**src/rtl/dmem_arbiter_if.sv**
```systemverilog
// Bus bundle for dmem_arbiter: MEM-stage port M, secondary port D,
// the shared memory port, and the link-bit/error status lines.
interface dmem_arbiter_if #(
   parameter int AW = 32,
   parameter int DW = 32
);
   logic          m_req;
   logic          m_we;
   logic          m_ll;
   logic          m_sc;
   logic [AW-1:0] m_addr;
   logic [DW-1:0] m_wdata;
   logic [DW-1:0] m_rdata;
   logic          m_ack;
   logic          stall;

   logic          d_req;
   logic          d_we;
   logic [AW-1:0] d_addr;
   logic [DW-1:0] d_wdata;
   logic [DW-1:0] d_rdata;
   logic          d_ack;

   logic          mem_ce;
   logic          mem_we;
   logic [AW-1:0] mem_addr;
   logic [DW-1:0] mem_wdata;
   logic [DW-1:0] mem_rdata;
   logic          mem_rdy;

   logic          llbit;
   logic          bus_err;

   modport master (
      output m_req, m_we, m_ll, m_sc, m_addr, m_wdata,
      input  m_rdata, m_ack, stall,
      output d_req, d_we, d_addr, d_wdata,
      input  d_rdata, d_ack,
      input  mem_ce, mem_we, mem_addr, mem_wdata,
      output mem_rdata, mem_rdy,
      input  llbit, bus_err
   );

   modport slave (
      input  m_req, m_we, m_ll, m_sc, m_addr, m_wdata,
      output m_rdata, m_ack, stall,
      input  d_req, d_we, d_addr, d_wdata,
      output d_rdata, d_ack,
      output mem_ce, mem_we, mem_addr, mem_wdata,
      input  mem_rdata, mem_rdy,
      output llbit, bus_err
   );
endinterface

```
**src/rtl/dmem_arbiter.sv**
```systemverilog
// Data-memory arbiter for MEM stage (M) and secondary master (D), with LL/SC link.
// Define DMEM_TIMEOUT_EN to abort accesses after MAX_WAIT cycles with bus_err.
module dmem_arbiter #(
   parameter int AW       = 32,
   parameter int DW       = 32,
   parameter int MAX_WAIT = 15
) (
   input logic           clk,
   input logic           rst,
   dmem_arbiter_if.slave bus
);

   typedef enum logic [2:0] {
      S_IDLE,
      S_ACC_M,
      S_ACC_D,
      S_DONE_M,
      S_DONE_D
   } state_e;

   state_e        state_q;
   logic          last_d_q;
   logic          mem_ce_q;
   logic          mem_we_q;
   logic [AW-1:0] addr_q;
   logic [DW-1:0] wdata_q;
   logic          m_ack_q;
   logic          d_ack_q;
   logic [DW-1:0] m_rdata_q;
   logic [DW-1:0] d_rdata_q;
   logic          llbit_q;
   logic [AW-3:0] link_q;
   logic          ll_q;
   logic          sc_q;
   logic          grant_m_d;
   logic          link_hit_d;

   if (MAX_WAIT < 1) begin : g_bad_max_wait
      $error("dmem_arbiter: MAX_WAIT must be at least 1");
   end

   // Round-robin: M wins a tie unless it was the last one served.
   assign grant_m_d  = bus.m_req & (~bus.d_req | last_d_q);
   assign link_hit_d = mem_we_q & (addr_q[AW-1:2] == link_q);

`ifdef DMEM_TIMEOUT_EN
   localparam int CW = $clog2(MAX_WAIT + 1);
   logic [CW-1:0] cnt_q;
   logic          bus_err_q;
   logic          expire_d;

   assign expire_d    = (cnt_q == CW'(MAX_WAIT - 1));
   assign bus.bus_err = bus_err_q;
`else
   assign bus.bus_err = 1'b0;
`endif

   always_ff @(posedge clk) begin
      if (rst) begin
         state_q   <= S_IDLE;
         last_d_q  <= 1'b1;
         mem_ce_q  <= 1'b0;
         mem_we_q  <= 1'b0;
         addr_q    <= '0;
         wdata_q   <= '0;
         m_ack_q   <= 1'b0;
         d_ack_q   <= 1'b0;
         m_rdata_q <= '0;
         d_rdata_q <= '0;
         llbit_q   <= 1'b0;
         link_q    <= '0;
         ll_q      <= 1'b0;
         sc_q      <= 1'b0;
`ifdef DMEM_TIMEOUT_EN
         cnt_q     <= '0;
         bus_err_q <= 1'b0;
`endif
      end else begin
         m_ack_q <= 1'b0;
         d_ack_q <= 1'b0;
`ifdef DMEM_TIMEOUT_EN
         bus_err_q <= 1'b0;
`endif
         unique case (state_q)
            S_IDLE: begin
`ifdef DMEM_TIMEOUT_EN
               cnt_q <= '0;
`endif
               if (grant_m_d) begin
                  last_d_q <= 1'b0;
                  ll_q     <= bus.m_ll;
                  sc_q     <= bus.m_sc;
                  // A failing SC never reaches memory.
                  if (bus.m_sc && !llbit_q) begin
                     state_q   <= S_DONE_M;
                     m_ack_q   <= 1'b1;
                     m_rdata_q <= '0;
                  end else begin
                     state_q   <= S_ACC_M;
                     mem_ce_q  <= 1'b1;
                     mem_we_q  <= bus.m_we;
                     addr_q    <= bus.m_addr;
                     wdata_q   <= bus.m_wdata;
                  end
               end else if (bus.d_req) begin
                  last_d_q <= 1'b1;
                  state_q  <= S_ACC_D;
                  mem_ce_q <= 1'b1;
                  mem_we_q <= bus.d_we;
                  addr_q   <= bus.d_addr;
                  wdata_q  <= bus.d_wdata;
               end
            end
            S_ACC_M: begin
               if (bus.mem_rdy) begin
                  state_q  <= S_DONE_M;
                  mem_ce_q <= 1'b0;
                  m_ack_q  <= 1'b1;
                  if (sc_q) begin
                     m_rdata_q <= DW'(1);
                     llbit_q   <= 1'b0;
                  end else begin
                     m_rdata_q <= mem_we_q ? '0 : bus.mem_rdata;
                  end
                  if (ll_q && !mem_we_q) begin
                     llbit_q <= 1'b1;
                     link_q  <= addr_q[AW-1:2];
                  end
`ifdef DMEM_TIMEOUT_EN
               end else if (expire_d) begin
                  state_q   <= S_DONE_M;
                  mem_ce_q  <= 1'b0;
                  m_ack_q   <= 1'b1;
                  m_rdata_q <= '0;
                  bus_err_q <= 1'b1;
                  if (sc_q) llbit_q <= 1'b0;
               end else begin
                  cnt_q <= cnt_q + CW'(1);
`endif
               end
            end
            S_ACC_D: begin
               if (bus.mem_rdy) begin
                  state_q   <= S_DONE_D;
                  mem_ce_q  <= 1'b0;
                  d_ack_q   <= 1'b1;
                  d_rdata_q <= mem_we_q ? '0 : bus.mem_rdata;
                  if (link_hit_d) llbit_q <= 1'b0;
`ifdef DMEM_TIMEOUT_EN
               end else if (expire_d) begin
                  state_q   <= S_DONE_D;
                  mem_ce_q  <= 1'b0;
                  d_ack_q   <= 1'b1;
                  d_rdata_q <= '0;
                  bus_err_q <= 1'b1;
               end else begin
                  cnt_q <= cnt_q + CW'(1);
`endif
               end
            end
            S_DONE_M: state_q <= S_IDLE;
            S_DONE_D: state_q <= S_IDLE;
            default:  state_q <= S_IDLE;
         endcase
      end
   end

   assign bus.mem_ce    = mem_ce_q;
   assign bus.mem_we    = mem_we_q;
   assign bus.mem_addr  = addr_q;
   assign bus.mem_wdata = wdata_q;
   assign bus.m_ack     = m_ack_q;
   assign bus.d_ack     = d_ack_q;
   assign bus.m_rdata   = m_rdata_q;
   assign bus.d_rdata   = d_rdata_q;
   assign bus.llbit     = llbit_q;
   assign bus.stall     = bus.m_req & ~m_ack_q;

endmodule

```
**src/flat_wrapper.sv**
```systemverilog
// flat-port wrapper written by rule: the top's interface ports become plain ports
module dmem_arbiter_flat 
#(
   parameter int AW       = 32,
   parameter int DW       = 32,
   parameter int MAX_WAIT = 15
)
  (clk, rst, bus_m_req, bus_m_we, bus_m_ll, bus_m_sc, bus_m_addr, bus_m_wdata, bus_m_rdata, bus_m_ack, bus_stall, bus_d_req, bus_d_we, bus_d_addr, bus_d_wdata, bus_d_rdata, bus_d_ack, bus_mem_ce, bus_mem_we, bus_mem_addr, bus_mem_wdata, bus_mem_rdata, bus_mem_rdy, bus_llbit, bus_bus_err);
  dmem_arbiter_if #(.AW(AW), .DW(DW)) bus_i ();
  input logic clk;
  input logic rst;
  input wire logic [$bits(bus_i.m_req)-1:0] bus_m_req;
  input wire logic [$bits(bus_i.m_we)-1:0] bus_m_we;
  input wire logic [$bits(bus_i.m_ll)-1:0] bus_m_ll;
  input wire logic [$bits(bus_i.m_sc)-1:0] bus_m_sc;
  input wire logic [$bits(bus_i.m_addr)-1:0] bus_m_addr;
  input wire logic [$bits(bus_i.m_wdata)-1:0] bus_m_wdata;
  output wire logic [$bits(bus_i.m_rdata)-1:0] bus_m_rdata;
  output wire logic [$bits(bus_i.m_ack)-1:0] bus_m_ack;
  output wire logic [$bits(bus_i.stall)-1:0] bus_stall;
  input wire logic [$bits(bus_i.d_req)-1:0] bus_d_req;
  input wire logic [$bits(bus_i.d_we)-1:0] bus_d_we;
  input wire logic [$bits(bus_i.d_addr)-1:0] bus_d_addr;
  input wire logic [$bits(bus_i.d_wdata)-1:0] bus_d_wdata;
  output wire logic [$bits(bus_i.d_rdata)-1:0] bus_d_rdata;
  output wire logic [$bits(bus_i.d_ack)-1:0] bus_d_ack;
  output wire logic [$bits(bus_i.mem_ce)-1:0] bus_mem_ce;
  output wire logic [$bits(bus_i.mem_we)-1:0] bus_mem_we;
  output wire logic [$bits(bus_i.mem_addr)-1:0] bus_mem_addr;
  output wire logic [$bits(bus_i.mem_wdata)-1:0] bus_mem_wdata;
  input wire logic [$bits(bus_i.mem_rdata)-1:0] bus_mem_rdata;
  input wire logic [$bits(bus_i.mem_rdy)-1:0] bus_mem_rdy;
  output wire logic [$bits(bus_i.llbit)-1:0] bus_llbit;
  output wire logic [$bits(bus_i.bus_err)-1:0] bus_bus_err;
  assign bus_i.m_req = bus_m_req;
  assign bus_i.m_we = bus_m_we;
  assign bus_i.m_ll = bus_m_ll;
  assign bus_i.m_sc = bus_m_sc;
  assign bus_i.m_addr = bus_m_addr;
  assign bus_i.m_wdata = bus_m_wdata;
  assign bus_m_rdata = bus_i.m_rdata;
  assign bus_m_ack = bus_i.m_ack;
  assign bus_stall = bus_i.stall;
  assign bus_i.d_req = bus_d_req;
  assign bus_i.d_we = bus_d_we;
  assign bus_i.d_addr = bus_d_addr;
  assign bus_i.d_wdata = bus_d_wdata;
  assign bus_d_rdata = bus_i.d_rdata;
  assign bus_d_ack = bus_i.d_ack;
  assign bus_mem_ce = bus_i.mem_ce;
  assign bus_mem_we = bus_i.mem_we;
  assign bus_mem_addr = bus_i.mem_addr;
  assign bus_mem_wdata = bus_i.mem_wdata;
  assign bus_i.mem_rdata = bus_mem_rdata;
  assign bus_i.mem_rdy = bus_mem_rdy;
  assign bus_llbit = bus_i.llbit;
  assign bus_bus_err = bus_i.bus_err;
  dmem_arbiter #(.AW(AW), .DW(DW), .MAX_WAIT(MAX_WAIT)) u_core (.clk(clk), .rst(rst), .bus(bus_i));
endmodule
```
**config.mk**
```make
export PLATFORM = sky130hd
export DESIGN_NAME = dmem_arbiter_flat
export DESIGN_NICKNAME = d
export VERILOG_FILES = /design/src/rtl/dmem_arbiter_if.sv /design/src/rtl/dmem_arbiter.sv /design/src/flat_wrapper.sv
export SDC_FILE = /design/constraint.sdc
export NUM_CORES = 1
export LEC_CHECK = 0
export ABC_AREA = 1
export CORE_UTILIZATION = 35
export DETAILED_ROUTE_END_ITERATION = 6
export PLACE_DENSITY = 0.75
export SLEW_MARGIN = 10
export SYNTH_ARGS = -nofsm -noshare
export SYNTH_HDL_FRONTEND = slang
export SYNTH_SLANG_ARGS = --single-unit
```
**constraint.sdc**
```tcl
create_clock -name clk -period 1.46 [get_ports clk]
set_input_delay 0.146 -clock clk [delete_from_list [all_inputs] [get_ports clk]]
set_output_delay 0.146 -clock clk [all_outputs]
set_load 0.01 [all_outputs]
```
# Word-level counts from Yosys, hierarchy flattened
# Cells that the tools add are included.
[op_classes]
reduce_logical = 20
n_bitwise = 7
n_eq_ne = 13
n_mux = 37
[ops]
columns = ["op", "count"]
rows = [
  ["$mux W32", 11],
  ["$pmux W32 S2", 1],
  ["$eq A30 B30 Y1", 1],
  ["$mux W1", 16],
  ["$mux W3", 4],
  ["$pmux W3 S3", 1],
  ["$reduce_and A3 Y1", 3],
  ["$ne A2 B1 Y1 const B", 4],
  ["$reduce_and A4 Y1", 2],
  ["$reduce_bool A2 Y1", 4],
  ["$ne A2 B2 Y1 const B", 3],
  ["$pmux W1 S2", 3],
  ["$reduce_and A2 Y1", 3],
  ["$reduce_and A5 Y1", 1],
  ["$reduce_or A2 Y1", 2],
  ["$and A1 B1 Y1", 3],
  ["$eq A3 B1 Y1 const B", 1],
  ["$eq A3 B2 Y1 const B", 1],
  ["$logic_not A3 Y1", 1],
  ["$ne A3 B1 Y1 const B", 1],
  ["$ne A3 B2 Y1 const B", 1],
  ["$ne A3 B3 Y1 const B", 1],
  ["$not A1 Y1", 3],
  ["$logic_and A1 B1 Y1", 2],
  ["3 further kinds", 4],
]
[word_totals]
regBits = 169
out_inout_bits = 135
input_bits = 169
word_cells = 91

# Depth between registers and ports, before layout
[logic_depth]
word_depth = 5
depth_mapped = 13
depth_no_buf = 13

# Worst setup path after synthesis
# OpenSTA, ideal clock, no wires.
[synth_path]
kind = "register to register"
start = "register u_core.state_q[2]"
end = "register u_core.addr_q[19] (netlist: u_core.bus.mem_addr[19])"
path_buffers = 2
synth_period_minus_slack_ps = 1460
path_stages_with_launch = 11
t_arrival_ps = 1338
setup_ps = 122
required_ps = 1338
path_slack_ps = 0
path_cell_list = "dfxtp_1 -> nor2_2 -> inv_2 -> nor2_8 -> inv_2 -> a21oi_4 -> nand2_1 -> buf_2 -> buf_6 -> o21ai_0 -> a21oi_1"
[synth_via]
elab_chain_cells = 2
[synth_rtl]
columns = ["element", "line_no", "source"]
rows = [
  ["from (decl)", "dmem_arbiter.sv:21", "state_e state_q;"],
  ["from (signal assigned)", "dmem_arbiter.sv:60", "state_q <= S_IDLE;"],
  ["from (signal assigned)", "dmem_arbiter.sv:95", "state_q <= S_DONE_M;"],
  ["from (signal assigned)", "dmem_arbiter.sv:99", "state_q <= S_ACC_M;"],
  ["$logic_not A3 Y1", "dmem_arbiter.sv:84", "unique case (state_q)"],
  ["$reduce_and A3 Y1 (no source line)", "n/a", ""],
  ["to (signal assigned)", "dmem_arbiter.sv:102", "addr_q <= bus.m_addr;"],
  ["to (signal assigned)", "dmem_arbiter.sv:110", "addr_q <= bus.d_addr;"],
  ["to (decl)", "dmem_arbiter.sv:25", "logic [AW-1:0] addr_q;"],
]
# No other way between the ends.
# A chain may end at the register's enable or synchronous reset.

# Final worst setup path
[layout_path]
start = "register u_core.state_q[1]"
end = "register u_core.m_rdata_q[1] (netlist: u_core.bus.m_rdata[1])"
[layout_via]
elab_chain_cells = 3
elab_cells_between_ends = 8
cone_classes = "eq/ne: 4; mux: 1; reduce/logical: 3"
[layout_rtl]
columns = ["element", "line_no", "source"]
rows = [
  ["$eq A3 B1 Y1 or $logic_not A3 Y1 (tied branches)", "dmem_arbiter.sv:84", ""],
  ["$ne A2 B2 Y1 (no source line), or another cell as far along", "n/a", ""],
  ["$reduce_and A4 Y1 (no source line)", "n/a", ""],
  ["to (signal assigned)", "dmem_arbiter.sv:123", "m_rdata_q <= mem_we_q ? '0 : bus.mem_rdata;"],
  ["to (decl)", "dmem_arbiter.sv:29", "logic [DW-1:0] m_rdata_q;"],
]
# Several ways; a longest one is shown, not always the timed one.

==> run summary <==
- 0 — remaining antenna violation count
- -0.0623 ns — least setup slack across all paths after layout
- 17,500 um — half-perimeter wire length after detailed placement
- 0.785 mV — peak supply drop
- 51 — final setup violation count
- 33.2% — portion of total power attributed to sequential cells
- 26,800 um — Final Routed Wirelength
- finished, violations left — run status
- 0.00759 mm2 — netlist area before placement
- 42.3% — combinational group share of total power
- 5.88 nW — static power due to leakage
- yes — RSZ-0062 raised after global routing
- 0.07 ns — CTS clock-pin slew for the worst setup and hold paths
- 0 — max-capacitance violation count
- 104% — final worst-path cycle share
- 82 — maximum number of pins on one net before global-route repair
- -0.06 ns — worst setup slack for register-to-register paths
- 1.80 ns — required time at the endpoint of the critical path
- 0.657 GHz — highest clock frequency the design can meet
- 62.8% — Area growth, synth to finish
- 35.9% — Initial Utilization
- 1.87 ns — worst endpoint data arrival time
- 40,500 um — global-route wire length before repair
- 12.7% — layout cell share with drive strength beyond 1
- 0 — count of antenna diodes in the layout
- 302 — IO Port Bufs
- 169 — Seq cells post-synth
- 6.76 um2 — synthesized area divided by synthesized cell count
- in -> reg — class of the tightest hold or removal check
- 8 — Max Fanout on Critical Path
- 1,608 — net total in the final layout
- negative setup slack — violated checks
- rst — Worst Hold Launch
- 28 — number of distinct library cells after synthesis
- 4.90 — vias per inst
- flop — critical path endpoint category
- 17 — number of buffers created by CTS
- 11.5 mW — cell internal power dissipation
- 44.6% — part of the Yosys area used for sequential elements
- 0.0223 mm2 — area of the die
- 9 — Worst Reg-to-Reg Cells
- 0.0212 mm2 — area of the core
- 24.5% — clock network power share
- 0.43 ns — clock latency on the worst-skew pair
- 6.91 mW — net switching power
- 0 — Warnings, synthesis
- 22.8% — aggregate global-route resource usage
- 0 — total count of hold-check failures in the final report
- 2 — clock buffer depth
- 15.5 um — wire length per cell
- 37.6% — switching share of power
- -1.17 ns — post-route setup TNS
- 8,463 — total via count in the routed design
- u_core.bus.m_rdata[1] — RR Endpoint
- u_core.state_q[1] — Crit Reg-Reg Startpoint
- 169 — CTS Sinks
- 1490 mW/mm2 — total power density per cell area
- 0.831 — final weighted congestion of routability-driven global placement
- 304 — boundary pin count
- 0.0143 ns — skew final
- 0 — max-slew violation count
- 1,123 — cell count after synthesis
- 149 um — vertical extent of the die
- 4 — number of H-tree branching levels
- sky130_fd_sc_hd__clkbuf_16 — Clock Root Buffer
- 0 — initial antenna violation count
- reg -> reg — worst setup path category
- flop — Setup crit start kind
- done — CTS tree
- 8,030 — via count of the first global-routing pass
- u_core.state_q[1] — source of the critical timing path
- 1.52 ns — shortest period the worst path allows
- 1,927 — # fillers
- 53 — Rows
- -0.357 ns — worst slack after detailed placement
- 149 um — die boundary width
- 0 — gr ovfl total
- u_core.bus.m_rdata[1] — critical path capture point
- 0 — remaining design rule violation count
- 5 — DRT Pass-1 Iters
- 1,292 — total nets after synthesis
- 487 — Iter 0 DRT Violations
## worst min path at each step
stage	cells after the start	to
final	4	u_core.last_d_q
after global routing	4	u_core.last_d_q
after CTS	4	u_core.last_d_q
after detailed placement	2	u_core.bus.mem_wdata[22]
after global placement	2	u_core.bus.mem_wdata[20]
after floorplan	1	u_core.bus.mem_ce
## cell usage after synthesis
library cell / count / area share [%]
sky130_fd_sc_hd__a21oi_1: 145 / 9.6
sky130_fd_sc_hd__nor3_1: 7 / 0.46
sky130_fd_sc_hd__buf_1: 4 / 0.20
sky130_fd_sc_hd__xnor2_1: 7 / 0.81
sky130_fd_sc_hd__buf_6: 2 / 0.30
sky130_fd_sc_hd__inv_2: 5 / 0.25
sky130_fd_sc_hd__buf_4: 3 / 0.30
sky130_fd_sc_hd__o21ai_1: 6 / 0.40
sky130_fd_sc_hd__o21ai_0: 108 / 7.1
sky130_fd_sc_hd__nand4_1: 15 / 1.2
sky130_fd_sc_hd__conb_1: 1 / 0.049
sky130_fd_sc_hd__buf_2: 27 / 1.8
sky130_fd_sc_hd__a21oi_4: 2 / 0.43
sky130_fd_sc_hd__dfxtp_1: 169 / 45
sky130_fd_sc_hd__inv_1: 87 / 4.3
sky130_fd_sc_hd__nor2_1: 72 / 3.6
sky130_fd_sc_hd__nor2_8: 1 / 0.26
sky130_fd_sc_hd__clkinv_1: 4 / 0.20
sky130_fd_sc_hd__a211oi_1: 2 / 0.20
sky130_fd_sc_hd__a221oi_2: 1 / 0.20
sky130_fd_sc_hd__a311oi_1: 2 / 0.23
sky130_fd_sc_hd__nand2_1: 353 / 17
sky130_fd_sc_hd__nand2_2: 1 / 0.083
sky130_fd_sc_hd__nand3_1: 53 / 3.5
sky130_fd_sc_hd__o21ai_4: 1 / 0.21
sky130_fd_sc_hd__clkbuf_1: 43 / 2.1
sky130_fd_sc_hd__nor2_2: 1 / 0.083
sky130_fd_sc_hd__o22ai_1: 1 / 0.083
## power by group through the flow
stage          sequential, mW  clock, mW  combinational [mW]
2_1_floorplan            6.47          0                2.98
5_1_grt                  6.20       4.78                8.41
6_report                 6.09       4.50                7.78
3_3_place_gp             6.13          0                6.72
3_5_place_dp             6.14          0                6.83
4_1_cts                  6.05       4.58                6.87
## layout make-up
cell class	count	area, um2	area share [%]
Timing Repair Buffer	375	3950	32.0
Multi-Input combinational cell	779	3680	29.8
Sequential cell	169	3400	27.6
Clock buffer	17	425	3.45
Inverter	96	368	2.98
Tap cell	275	344	2.79
Clock inverter	15	176	1.43
Timing Repair inverter	1	7.51	0.0608
## sequential cells by signal, indices dropped and copies added, names as in the netlist, 3 cells and up
name,count
u_core.state_q,3
u_core.bus.mem_wdata,32
u_core.bus.d_rdata,32
u_core.bus.mem_addr,32
u_core.link_q,30
u_core.bus.m_rdata,32
## critical path, stage by stage (launching register included)
cell and delay, ns:
sky130_fd_sc_hd__dfxtp_2 0.36, sky130_fd_sc_hd__nor2_4 0.05, sky130_fd_sc_hd__inv_2 0.08, sky130_fd_sc_hd__nor2_8 0.04, sky130_fd_sc_hd__buf_4 0.15, sky130_fd_sc_hd__a21oi_4 0.18, sky130_fd_sc_hd__buf_12 0.19, sky130_fd_sc_hd__clkbuf_16 0.16
sky130_fd_sc_hd__o21ai_0 0.08, sky130_fd_sc_hd__a21oi_1 0.16
## layout by cell type, fill, tap and decap left out, types with 2 or more instances in the layout
| cell type | count |
|---|---|
| sky130_fd_sc_hd__a21oi_1 | 135 |
| sky130_fd_sc_hd__a21oi_2 | 10 |
| sky130_fd_sc_hd__a21oi_4 | 2 |
| sky130_fd_sc_hd__buf_12 | 21 |
| sky130_fd_sc_hd__buf_16 | 4 |
| sky130_fd_sc_hd__buf_4 | 33 |
| sky130_fd_sc_hd__buf_6 | 6 |
| sky130_fd_sc_hd__buf_8 | 2 |
| sky130_fd_sc_hd__clkbuf_16 | 23 |
| sky130_fd_sc_hd__clkdlybuf4s50_1 | 167 |
| sky130_fd_sc_hd__clkinv_1 | 3 |
| sky130_fd_sc_hd__clkinv_4 | 3 |
| sky130_fd_sc_hd__clkinv_8 | 5 |
| sky130_fd_sc_hd__clkinvlp_4 | 3 |
| sky130_fd_sc_hd__dfxtp_1 | 156 |
| sky130_fd_sc_hd__dfxtp_2 | 12 |
| sky130_fd_sc_hd__dlygate4sd2_1 | 124 |
| sky130_fd_sc_hd__dlymetal6s2s_1 | 10 |
| sky130_fd_sc_hd__inv_1 | 83 |
| sky130_fd_sc_hd__inv_2 | 8 |
| sky130_fd_sc_hd__inv_6 | 4 |
| sky130_fd_sc_hd__inv_8 | 3 |
| sky130_fd_sc_hd__nand2_1 | 344 |
| sky130_fd_sc_hd__nand2_2 | 7 |
| sky130_fd_sc_hd__nand2_4 | 3 |
| sky130_fd_sc_hd__nand3_1 | 51 |
| sky130_fd_sc_hd__nand3_2 | 2 |
| sky130_fd_sc_hd__nand4_1 | 15 |
| sky130_fd_sc_hd__nor2_1 | 64 |
| sky130_fd_sc_hd__nor2_2 | 8 |
| sky130_fd_sc_hd__nor3_1 | 6 |
| sky130_fd_sc_hd__o21ai_0 | 59 |
| sky130_fd_sc_hd__o21ai_1 | 39 |
| sky130_fd_sc_hd__o21ai_2 | 16 |
| sky130_fd_sc_hd__xnor2_1 | 7 |
## cells by family after synthesis
family	synth area share (%)
other	0.0494
AND/OR/NAND/NOR	26.7
XOR/XNOR	0.808
AO/OA/AOI/OAI	18.4
buffers and inverters	9.45
flip-flops	44.6
## routing by layer
metal  up-vias  part of all wire, %  track usage, %
li1       4246                    -               -
met1      3878                   42            27.7
met2       308                   50            40.0
met3        31                  7.1            5.26
met4         0                  1.5            6.53
met5         -                    0               0
## stage by stage
stage | instances | power [mW] | cell area, um2 | utilization (%) | hold slack (ns)
after CTS | 1714 | 17.5 | 11900 | 56.2 | 0.215
after floorplan | 1123 | 9.44 | 7590 | - | 0.234
after global routing | 1727 | 19.4 | 12300 | 58.4 | 0.252
final | 1727 | 18.4 | 12300 | 58.4 | 0.239
after global placement | 1670 | 12.9 | 11200 | 52.8 | 0.449
after detailed placement | 1670 | 13.0 | 11200 | 52.8 | 0.453
## repair_timing
item	in CTS	in global routing
hold buffers	0	0
resized for setup	160	110
gates cloned	6	7
endpoints found under the setup margin	241	150
setup buffers	6	6
pin swaps	10	16
No activity file was read; power rests on OpenSTA's default activity.
